`src/rtl/ieeedrv_sd_server.sv`:
```
// Purpose: arbitrates per-subdrive track read/write requests onto the single host image port
//          and moves 256-byte blocks between the host block buffer and the owner's track RAM.
// Latency: grant 1 clk after request seen in IDLE; track RAM write 1 clk after img_buff_wr;
//          write-direction data 1 clk after address.
// Backpressure: none on the data path; the host paces bytes. Requests wait in IDLE until granted.
// Ports: req_* per-client request side, img_* host image side, tbuf_* per-client track RAM side.
module ieeedrv_sd_server #(
    parameter int SUBDRV  = 2,
    parameter int TBUF_AW = 13
) (
    input  logic               clk_sys,
    input  logic               reset_n,
    input  logic [31:0]        req_lba     [SUBDRV],
    input  logic [5:0]         req_blk_cnt [SUBDRV],
    input  logic [SUBDRV-1:0]  req_rd,
    input  logic [SUBDRV-1:0]  req_wr,
    output logic [SUBDRV-1:0]  req_ack,
    output logic [31:0]        img_lba,
    output logic [5:0]         img_blk_cnt,
    output logic               img_rd,
    output logic               img_wr,
    input  logic               img_ack,
    input  logic [7:0]         img_buff_addr,
    input  logic [7:0]         img_buff_dout,
    input  logic               img_buff_wr,
    output logic [7:0]         img_buff_din,
    output logic [TBUF_AW-1:0] tbuf_addr,
    output logic [7:0]         tbuf_din,
    output logic [SUBDRV-1:0]  tbuf_we,
    input  logic [7:0]         tbuf_dout   [SUBDRV]
);
    localparam int            OW = (SUBDRV > 1) ? $clog2(SUBDRV) : 1;
    localparam logic [OW-1:0] NS = OW'(SUBDRV - 1);

    typedef enum logic [1:0] {S_IDLE, S_ISSUE, S_XFER, S_DONE} state_t;

    // Reset asserts asynchronously through the synchronizer so every output clears at once;
    // release is delayed by two clocks.
    logic [1:0] rst_sync_q;
    logic       rst_n;

    always_ff @(posedge clk_sys or negedge reset_n) begin
        if (!reset_n) rst_sync_q <= 2'b00;
        else          rst_sync_q <= {rst_sync_q[0], 1'b1};
    end
    assign rst_n = rst_sync_q[1];

    state_t             state_q, state_d;
    logic [OW-1:0]      owner_q, owner_d;
    logic [OW-1:0]      last_q, last_d;
    logic [31:0]        lba_q, lba_d;
    logic [5:0]         cnt_q, cnt_d;
    logic [5:0]         blk_q, blk_d;
    logic               dir_wr_q, dir_wr_d;
    logic               ovr_q, ovr_d;
    logic [7:0]         addr_prev_q, addr_prev_d;
    logic               img_rd_q, img_rd_d;
    logic               img_wr_q, img_wr_d;
    logic [SUBDRV-1:0]  req_ack_q, req_ack_d;
    logic [SUBDRV-1:0]  tbuf_we_q, tbuf_we_d;
    logic [TBUF_AW-1:0] tbuf_addr_q, tbuf_addr_d;
    logic [7:0]         tbuf_din_q, tbuf_din_d;

    logic               wrap;
    logic               found;
    int                 cand;
    logic [OW-1:0]      cand_ow;
    logic [TBUF_AW-1:0] xfer_addr;

    always_comb begin
        state_d     = state_q;
        owner_d     = owner_q;
        last_d      = last_q;
        lba_d       = lba_q;
        cnt_d       = cnt_q;
        blk_d       = blk_q;
        dir_wr_d    = dir_wr_q;
        ovr_d       = ovr_q;
        addr_prev_d = addr_prev_q;
        img_rd_d    = img_rd_q;
        img_wr_d    = img_wr_q;
        req_ack_d   = req_ack_q;
        tbuf_we_d   = '0;
        tbuf_addr_d = tbuf_addr_q;
        tbuf_din_d  = tbuf_din_q;
        found       = 1'b0;
        cand        = 0;
        cand_ow     = '0;

        // A 255 -> 0 step of the host address starts the next block. Once the last
        // requested block is reached, a further wrap marks the rest of the stream as overrun.
        wrap = (state_q == S_XFER) && (addr_prev_q == 8'hFF) && (img_buff_addr == 8'h00);
        if (wrap) begin
            if (blk_q != cnt_q) blk_d = blk_q + 6'd1;
            else                ovr_d = 1'b1;
        end
        // Uses the updated block so byte 0 of a new block lands in the new block.
        xfer_addr = TBUF_AW'({blk_d, img_buff_addr});

        case (state_q)
            S_IDLE: begin
                // Round-robin scan starting after the last granted client.
                for (int i = 1; i <= SUBDRV; i++) begin
                    cand = int'(last_q) + i;
                    if (cand >= SUBDRV) cand = cand - SUBDRV;
                    cand_ow = OW'(cand);
                    if (!found && (req_rd[cand_ow] || req_wr[cand_ow])) begin
                        found    = 1'b1;
                        owner_d  = cand_ow;
                        lba_d    = req_lba[cand_ow];
                        cnt_d    = req_blk_cnt[cand_ow];
                        dir_wr_d = req_wr[cand_ow];
                    end
                end
                if (found) begin
                    blk_d    = '0;
                    ovr_d    = 1'b0;
                    img_rd_d = !dir_wr_d;
                    img_wr_d = dir_wr_d;
                    state_d  = S_ISSUE;
                end
            end
            S_ISSUE: begin
                addr_prev_d = '0;
                if (img_ack) begin
                    img_rd_d           = 1'b0;
                    img_wr_d           = 1'b0;
                    req_ack_d          = '0;
                    req_ack_d[owner_q] = 1'b1;
                    state_d            = S_XFER;
                end
            end
            S_XFER: begin
                addr_prev_d        = img_buff_addr;
                req_ack_d          = '0;
                req_ack_d[owner_q] = img_ack;
                if (!dir_wr_q && img_buff_wr && !ovr_d) begin
                    tbuf_we_d[owner_q] = 1'b1;
                    tbuf_din_d         = img_buff_dout;
                    tbuf_addr_d        = xfer_addr;
                end
                // Only entered with img_ack high, so a low level here is its falling edge.
                if (!img_ack) state_d = S_DONE;
            end
            S_DONE: begin
                req_ack_d = '0;
                last_d    = owner_q;
                state_d   = S_IDLE;
            end
            default: state_d = S_IDLE;
        endcase
    end

    always_ff @(posedge clk_sys or negedge rst_n) begin
        if (!rst_n) begin
            state_q     <= S_IDLE;
            owner_q     <= '0;
            last_q      <= NS;
            lba_q       <= '0;
            cnt_q       <= '0;
            blk_q       <= '0;
            dir_wr_q    <= 1'b0;
            ovr_q       <= 1'b0;
            addr_prev_q <= '0;
            img_rd_q    <= 1'b0;
            img_wr_q    <= 1'b0;
            req_ack_q   <= '0;
            tbuf_we_q   <= '0;
            tbuf_addr_q <= '0;
            tbuf_din_q  <= '0;
        end else begin
            state_q     <= state_d;
            owner_q     <= owner_d;
            last_q      <= last_d;
            lba_q       <= lba_d;
            cnt_q       <= cnt_d;
            blk_q       <= blk_d;
            dir_wr_q    <= dir_wr_d;
            ovr_q       <= ovr_d;
            addr_prev_q <= addr_prev_d;
            img_rd_q    <= img_rd_d;
            img_wr_q    <= img_wr_d;
            req_ack_q   <= req_ack_d;
            tbuf_we_q   <= tbuf_we_d;
            tbuf_addr_q <= tbuf_addr_d;
            tbuf_din_q  <= tbuf_din_d;
        end
    end

    assign req_ack     = req_ack_q;
    assign img_lba     = lba_q;
    assign img_blk_cnt = cnt_q;
    assign img_rd      = img_rd_q;
    assign img_wr      = img_wr_q;
    assign tbuf_we     = tbuf_we_q;
    assign tbuf_din    = tbuf_din_q;

    // Write direction reads the RAM straight from the host address; the RAM's own
    // register supplies the one-cycle data lag. Gated by state so reset forces zeros.
    assign tbuf_addr    = (state_q == S_XFER && dir_wr_q) ? xfer_addr : tbuf_addr_q;
    assign img_buff_din = (state_q == S_XFER && dir_wr_q) ? tbuf_dout[owner_q] : 8'h00;

endmodule

```
`config.mk`:
```
export PLATFORM = sky130hd
export DESIGN_NAME = ieeedrv_sd_server
export DESIGN_NICKNAME = d
export VERILOG_FILES = /design/src/rtl/ieeedrv_sd_server.sv
export SDC_FILE = /design/constraint.sdc
export NUM_CORES = 1
export LEC_CHECK = 0
export ABC_AREA = 1
export ABC_CLOCK_PERIOD_IN_PS = 4900
export BUFFER_PORTS_ARGS = -buffer_cell sky130_fd_sc_hd__buf_2
export CAP_MARGIN = 10
export CORE_MARGIN = 4
export CORE_UTILIZATION = 50
export CTS_CLUSTER_DIAMETER = 150
export CTS_CLUSTER_SIZE = 12
export DETAILED_ROUTE_END_ITERATION = 7
export PLACE_DENSITY = 0.9
export SLEW_MARGIN = 30
export SYNTH_ARGS = -nofsm -noshare
export SYNTH_HDL_FRONTEND = slang
export SYNTH_SLANG_ARGS = --single-unit
```
`constraint.sdc`:
```
create_clock -name clk_sys -period 4.9 [get_ports clk_sys]
set_input_delay 0.98 -clock clk_sys [delete_from_list [all_inputs] [get_ports clk_sys]]
set_output_delay 0.98 -clock clk_sys [all_outputs]
set_load 0.01 [all_outputs]
```
# == Word-level counts from Yosys, hierarchy flattened ==
# Cells that the tools add are included.
# word_totals
wordCells,132
in_bits,116
register_bits,87
# op_classes
n_bitwise,4
magnitude_cmp,9
n_mux,66
addsub,5
n_eq_ne,8
n_reduce_logical,24
# op_table
op,n
two-way mux 32 bit,8
two-way mux 6 bit,12
two-way mux 8 bit,4
two-way mux 1 bit,29
one-hot mux 8 bit (2 select lines),1
two-way mux 13 bit,1
two-way mux 2 bit,6
== test 8 bit (second input constant),1
>= comparator 2 bit (second input constant),4
logical NOT 8 bit,1
one-hot mux 2 bit (4 select lines),1
logical AND 1 bit,7
adder 6 x 1 -> 6 bit (second input constant),1
< comparator 1 x 2 -> 1 bit (second input constant),3
inequality test 2 bit (second input constant),3
inequality test 6 bit,1
NOT 1 -> 2 bit,3
one-hot mux 2 bit (3 select lines),1
AND reduction 2 bit,3
AND reduction 3 bit,2
nonzero test 2 bit,3
== test 2 bit (second input constant),2
logical NOT 1 bit,4
one-hot mux 1 bit (2 select lines),2
other kinds (11),13

# == Longest topological paths before layout ==
# Gate-level depths: netlist (run 1).
# logic_depth
depth_word,16
ltp_mapped,13

# == Worst setup path after synthesis (run 1) ==
# Ideal clock, no wire load.
# synth_timing
path_type,input to output
from,input img_buff_addr[5]
to,output tbuf_addr[9]
cell_stages,9
slack_ps,1894
required_time_ps,3920
n_path_buf,0
t_arrival_ps,2026
cell_sequence,inv_1 > nand2_1 > nor2_1 > nand2_1 > nor2_1 > nand2_1 > nand2_1 > o21ai_0 > o21ai_0
# synth_via
elab_chain_len,4
# synth_rtl
item,line,rtl
from (decl),23,"input logic [7:0] img_buff_addr,"
logical NOT 8 bit,92,wrap = (state_q == S_XFER) && (addr_prev_q == 8'hFF) && (img_buff_addr == 8'h00);
logical AND 1 bit,92,
two-way mux 6 bit,93,if (wrap) begin
two-way mux 13 bit,200,assign tbuf_addr = (state_q == S_XFER && dir_wr_q) ? xfer_addr : tbuf_addr_q;
to (decl),27,"output logic [TBUF_AW-1:0] tbuf_addr,"
# No other way between the ends.

# == Worst setup path in the final report (run 1) ==
# layout_timing
from,register state_q[0]
to,output tbuf_addr[8]
# layout_via
elab_chain_len,5
word_cells_on_any_way,6
# layout_rtl
item,line,rtl
from (decl),48,"state_t state_q, state_d;"
from (signal assigned),172,state_q <= state_d;
== test 2 bit *,"92, 200",
logical AND 1 bit (2 in series),92,
two-way mux 6 bit,93,
two-way mux 13 bit *,200,
# Mark *: on every way between the ends. The rest lies on a longest branch, timed or not.

==> results of run 1 <==
[per-layer routing]
metal	vias up	GRT usage	routed length (µm)	share of wire
li1	2859	-	-	-
met1	2495	0.2907	6091	0.43
met2	207	0.3845	6553	0.47
met3	12	0.05815	1212	0.087
met4	0	0.06083	151	0.011
met5	-	0	0	0
[cell families (layout without fill, tap and decap cells)]
kind of cell | count (synthesis) | count (layout) | share of synthesized area
AO/OA/AOI/OAI | 153 | 153 | 0.1522
other | 1 | 1 | 0.0006964
flip-flops | 87 | 87 | 0.4045
adder cells (fa/ha/maj) | 6 | 6 | 0.01394
XOR/XNOR | 2 | 2 | 0.003253
buffers and inverters | 131 | 294 | 0.1085
AND/OR/NAND/NOR | 435 | 435 | 0.3169
[cell type report]
type | instances | area [µm²]
clock buffers | 12 | 135.1
clock inverters | 4 | 25.02
fillers | 987 | 3989
inverters | 87 | 329.1
multi-input cells | 597 | 2623
flip-flops and latches | 87 | 2182
well taps | 136 | 170.2
repair buffers | 191 | 963.4
[final timing paths]
check                              start  cells after the start  slack (ps)       endpoint
setup / recovery              state_q[0]                      7        1360   tbuf_addr[8]
hold / removal             rst_sync_q[1]                      0         260     tbuf_we[1]
setup reg to reg                  last_q                      8        1920    img_lba[23]
hold reg to reg            rst_sync_q[1]                      0         260     tbuf_we[1]
max in group asynchronous  rst_sync_q[1]                      1        3580        owner_q
min in group clk_sys       rst_sync_q[0]                      0         350  rst_sync_q[1]
[cell usage in the layout (no fill, tap or decap), drive strengths merged]
cell      Yosys  routed
clkbuf       17      12
a21oi        14      14
nand2       370     370
clkinvlp      0       2
nor3          3       3
xor2          2       2
nand3b        1       1
o21a          1       1
inv          86      86
nand4         6       6
dfstp         1       1
dfrtp        86      86
ha            6       6
buf          27     191
conb          1       1
a31oi        22      22
clkinv        1       3
o21ai       106     106
nand3        12      12
o22ai        10      10
nor2         43      43
[flip-flops by register name (all words and copies together) (netlist names)]
name,flops
img_wr,1
img_blk_cnt,6
addr_prev_q,8
ovr_q,1
req_ack,2
img_lba,32
blk_q,6
tbuf_din,8
tbuf_we,2
rst_sync_q,2
owner_q,1
img_rd,1
state_q,2
dir_wr_q,1
tbuf_addr_q,13
last_q,1
[synth_stat cells]
cell type / n / area share
nand2_1: 368 / 0.26
o21ai_0: 103 / 0.096
dfrtp_1: 86 / 0.40
inv_1: 83 / 0.058
nor2_1: 40 / 0.028
a31oi_1: 22 / 0.026
clkbuf_1: 17 / 0.012
a21oi_1: 14 / 0.013
buf_2: 14 / 0.013
nand3_1: 10 / 0.0093
o22ai_1: 10 / 0.012
buf_6: 7 / 0.015
buf_4: 6 / 0.0084
ha_1: 6 / 0.014
nand4_1: 6 / 0.0070
inv_2: 3 / 0.0021
nor3_1: 3 / 0.0028
o21ai_2: 3 / 0.0049
nand2_2: 2 / 0.0023
nand3_2: 2 / 0.0037
nor2_4: 2 / 0.0042
xor2_1: 2 / 0.0033
clkinv_1: 1 / 0.00070
conb_1: 1 / 0.00070
dfstp_2: 1 / 0.0049
nand3b_2: 1 / 0.0021
nor2_2: 1 / 0.0012
o21a_1: 1 / 0.0014
[critical path, stage by stage (launching register included)]
cell	delay [ps]
dfrtp_1	430
inv_1	120
ha_1	330
nand2_1	590
inv_1	360
nor2_1	80
a31oi_1	130
buf_2	150
[through the flow]
stage	setup slack, ps	std cells	utilization	hold WS (ps)
2_1_floorplan	1894	815	-	331.2
3_3_place_gp	1577	1098	0.6014	272.7
3_5_place_dp	1504	1098	0.6017	280.3
4_1_cts	1326	1114	0.6171	289.0
5_1_grt	1062	1114	0.6171	305.1
6_report	1357	1114	0.6171	262.8
[power groups by stage]
stage	clock network [µW]	registers, µW	logic, µW
finish	428	1230	1870
global route	476	1270	2150
CTS	444	1230	1880
detailed placement	0	1240	1890
global placement	0	1230	1840
floorplan	0	1270	1330
==> flow_metrics.tcl, run 1 <==
set metrics [dict create \
    status "finished clean" \
    ys_seq_area_frac 0.4045 \
    tns_ps 0 \
    start_kind "flop" \
    htreeDepth 3 \
    clock_power_share 0.121 \
    grt_usage 0.2276 \
    syn_nets 937 \
    end_kind "output pin" \
    core_area_um2 10420 \
    p_switching_uw 1666 \
    pwr-share-comb 0.530 \
    drtIter0Drc 296 \
    ir_worst_vdd_mv 0.2490 \
    p_int_uw 1860 \
    postSynthAreaPerCell_um2 6.608 \
    cts_resized 0 \
    fin_area_um2 6427 \
    slew_headroom 0.3972 \
    gp_congestion 0.8890 \
    first_pass_iters 5 \
    synth_cells 815 \
    crit_type "reg2out" \
    io_buffers 188 \
    drive_gt1_frac 0.2249 \
    ys_seq_elements 87 \
    synth_area_um2 5385 \
    die_h_um 111.8 \
    syn2layout_area_growth_pct 19.35 \
    clock-sinks 87 \
    post_cts_buffers 0 \
    cts_tree "built" \
    nNetsFinal 1095 \
    drc_errors 0 \
    fp-row-count 37 \
    antenna_left 0 \
    max_freq_mhz 282.2 \
    clk_latency_ps 350 \
    grt_overflow 0 \
    netSwitchingFraction 0.4724 \
    pin_count 189 \
    slew_violations 0 \
    ys_types 28 \
    wl_mm 14.01 \
    required_ps 3920 \
    critPathArrivalTime_ps 2560 \
    setup_viol 0 \
    numCtsBuffers 9 \
    die_area_um2 12490 \
    p_leak_uw 0.003619 \
    die_x_um 111.8 \
    powerDensity_nw_per_um2 548.6 \
    grt_pass1_vias 5145 \
    routed_via_density 5.003 \
    num_vias 5573 \
    clockBufferDepth 2 \
    period_needed_ps 3543 \
    grt_setup_unrepaired "false" \
    hold_class "reg2async" \
    p_seq_frac 0.348 \
    finalHoldViolCount 0 \
    placed_cell_area_um2 6267 \
    max_cap_viol_count 0 \
    routedWlPerCell_um 12.57 \
    crit_path_max_fanout 30 \
    yosys_warnings 0 \
    path_clk_slew_ps 80 \
    tightest_slew_ps 902.1 \
    dpl.hpwl_mm 10.24 \
    ctsHoldBuffers 0 \
    antenna_cells 0 \
    final.period_utilization 0.7231 \
    worst_clock_skew_ps 13.90 \
    antenna_found_initial 0 \
    finalPower_uw 3526 \
    initial_core_util 0.5170 \
    grt_max_degree 79 \
    grt_pass1_wl_mm 23.75 \
    root_buffer "clkbuf_8" \
]
Power figures use the tool's default switching activity.
==> run 2: changes to the inputs <==
--- a/config.mk
+++ b/config.mk
@@ -6,7 +6,7 @@
 export NUM_CORES = 1
 export LEC_CHECK = 0
 export ABC_AREA = 1
-export ABC_CLOCK_PERIOD_IN_PS = 4900
+export ABC_CLOCK_PERIOD_IN_PS = 3420
 export BUFFER_PORTS_ARGS = -buffer_cell sky130_fd_sc_hd__buf_2
 export CAP_MARGIN = 10
 export CORE_MARGIN = 4
==> constraint.sdc (replaced) <==
create_clock -name clk_sys -period 3.42 [get_ports clk_sys]
set_input_delay 0.684 -clock clk_sys [delete_from_list [all_inputs] [get_ports clk_sys]]
set_output_delay 0.684 -clock clk_sys [all_outputs]
set_load 0.01 [all_outputs]
==> flow_metrics.tcl, run 2 (synthesis gave the netlist of run 1 again) <==
set metrics [dict create \
    first_pass_iters 5 \
    setup_viol 0 \
    antenna_found_initial 0 \
    drtIter0Drc 331 \
    die_x_um 111.8 \
    initial_core_util 0.5170 \
    path_clk_slew_ps 90 \
    wl_mm 13.99 \
    fp-row-count 37 \
    slew_headroom 0.5362 \
    critPathArrivalTime_ps 2480 \
    syn2layout_area_growth_pct 21.05 \
    p_leak_uw 0.003672 \
    ctsHoldBuffers 0 \
    max_freq_mhz 316.0 \
    pin_count 189 \
    tightest_slew_ps 694.9 \
    ir_worst_vdd_mv 0.3981 \
    powerDensity_nw_per_um2 793.8 \
    root_buffer "clkbuf_8" \
    antenna_cells 0 \
    clockBufferDepth 2 \
    hold_ws_ps 90.26 \
    cts_resized 0 \
    io_buffers 188 \
    grt_max_degree 79 \
    crit_type "reg2out" \
    required_ps 2740 \
    status "finished clean" \
    numCtsBuffers 9 \
    hold_class "in2async" \
    core_area_um2 10420 \
    period_needed_ps 3164 \
    antenna_left 0 \
    die_area_um2 12490 \
    clock-sinks 87 \
    dpl.hpwl_mm 10.04 \
    finalHoldViolCount 0 \
    tns_ps 0 \
    crit_path_max_fanout 8 \
    final_cell_mix "368 x nand2_1, 188 x buf_2, 103 x o21ai_0, 85 x dfrtp_1, 83 x inv_1" \
    final_common_cell "nand2_1" \
    max_cap_viol_count 0 \
    worst_clock_skew_ps 15.78 \
    start_kind "flop" \
    drive_gt1_frac 0.2319 \
    grt_pass1_wl_mm 23.66 \
    gp_congestion 0.8841 \
    htreeDepth 3 \
    drc_errors 0 \
    routed_via_density 4.914 \
    cts_tree "built" \
    grt_overflow 0 \
    final.period_utilization 0.9252 \
    grt_pass1_vias 5150 \
    grt_usage 0.2262 \
    nNetsFinal 1100 \
    num_vias 5499 \
    post_cts_buffers 0 \
    slew_violations 0 \
    die_h_um 111.8 \
    routedWlPerCell_um 12.50 \
    clk_latency_ps 360 \
    largest_reg_flops 32 \
    grt_setup_unrepaired "false" \
    end_kind "output pin" \
]
run 2: metrics by stage:
step           power, µW  setup slack (ps)  cell area, µm²  utilization  instances
6_report            5174             255.9            6519       0.6258       1119
5_1_grt             5716            0.2414            6519       0.6258       1119
4_1_cts             5206             270.2            6491       0.6232       1118
3_5_place_dp        4478             592.5            6297       0.6046       1102
3_3_place_gp        4419             680.4            6295       0.6043       1102
2_1_floorplan       3730             819.1            5385            -        815
run 2: worst paths after layout:
kind	from	endpoint	slack, ps	depth (start not counted)
min in group clk_sys	rst_sync_q[0]	rst_sync_q[1]	360	0
max in group asynchronous	rst_sync_q[1]	img_lba[16]	2350	2
worst min-delay path	reset_n	rst_sync_q[1]	90	1
worst max register to register	state_q[0]	tbuf_addr_q[9]	1190	10
worst min register to register	rst_sync_q[1]	req_ack[0]	250	0
worst max-delay path	state_q[0]	tbuf_addr[9]	260	10
run 2: critical path, cell delays in order, from the launching register on:
cell and delay [ps]:
dfrtp_1 430, inv_1 120, ha_1 310, nand2_1 80, nor2_1 140, nand3_1 90
nor2_1 240, nand2_1 110, o21ai_0 280, o21ai_0 160, buf_2 160
run 2: layout make-up:
type	instances	area (µm²)
Multi-Input combinational cell	597	2623
Timing Repair Buffer	196	1021
Clock buffer	9	123.9
Clock inverter	7	70.07
Sequential cell	87	2182
Fill cell	944	3897
Inverter	87	329.1
Tap cell	136	170.2
run 2: power breakdown:
group          switching (µW)  internal (µW)  total (µW)  leakage [µW]
logic                    1740            970        2710       0.00249
registers                 291           1450        1740       0.00109
clock network             384            339         723     0.0000998
total                    2410           2760        5170       0.00367
run 2: per-layer routing:
layer / GRT usage / routed length [µm] / part of all wire
met1: 0.2855 / 5888 / 0.42
met2: 0.3781 / 6588 / 0.47
met3: 0.06141 / 1329 / 0.095
met4: 0.07137 / 178 / 0.013
met5: 0 / 0 / 0
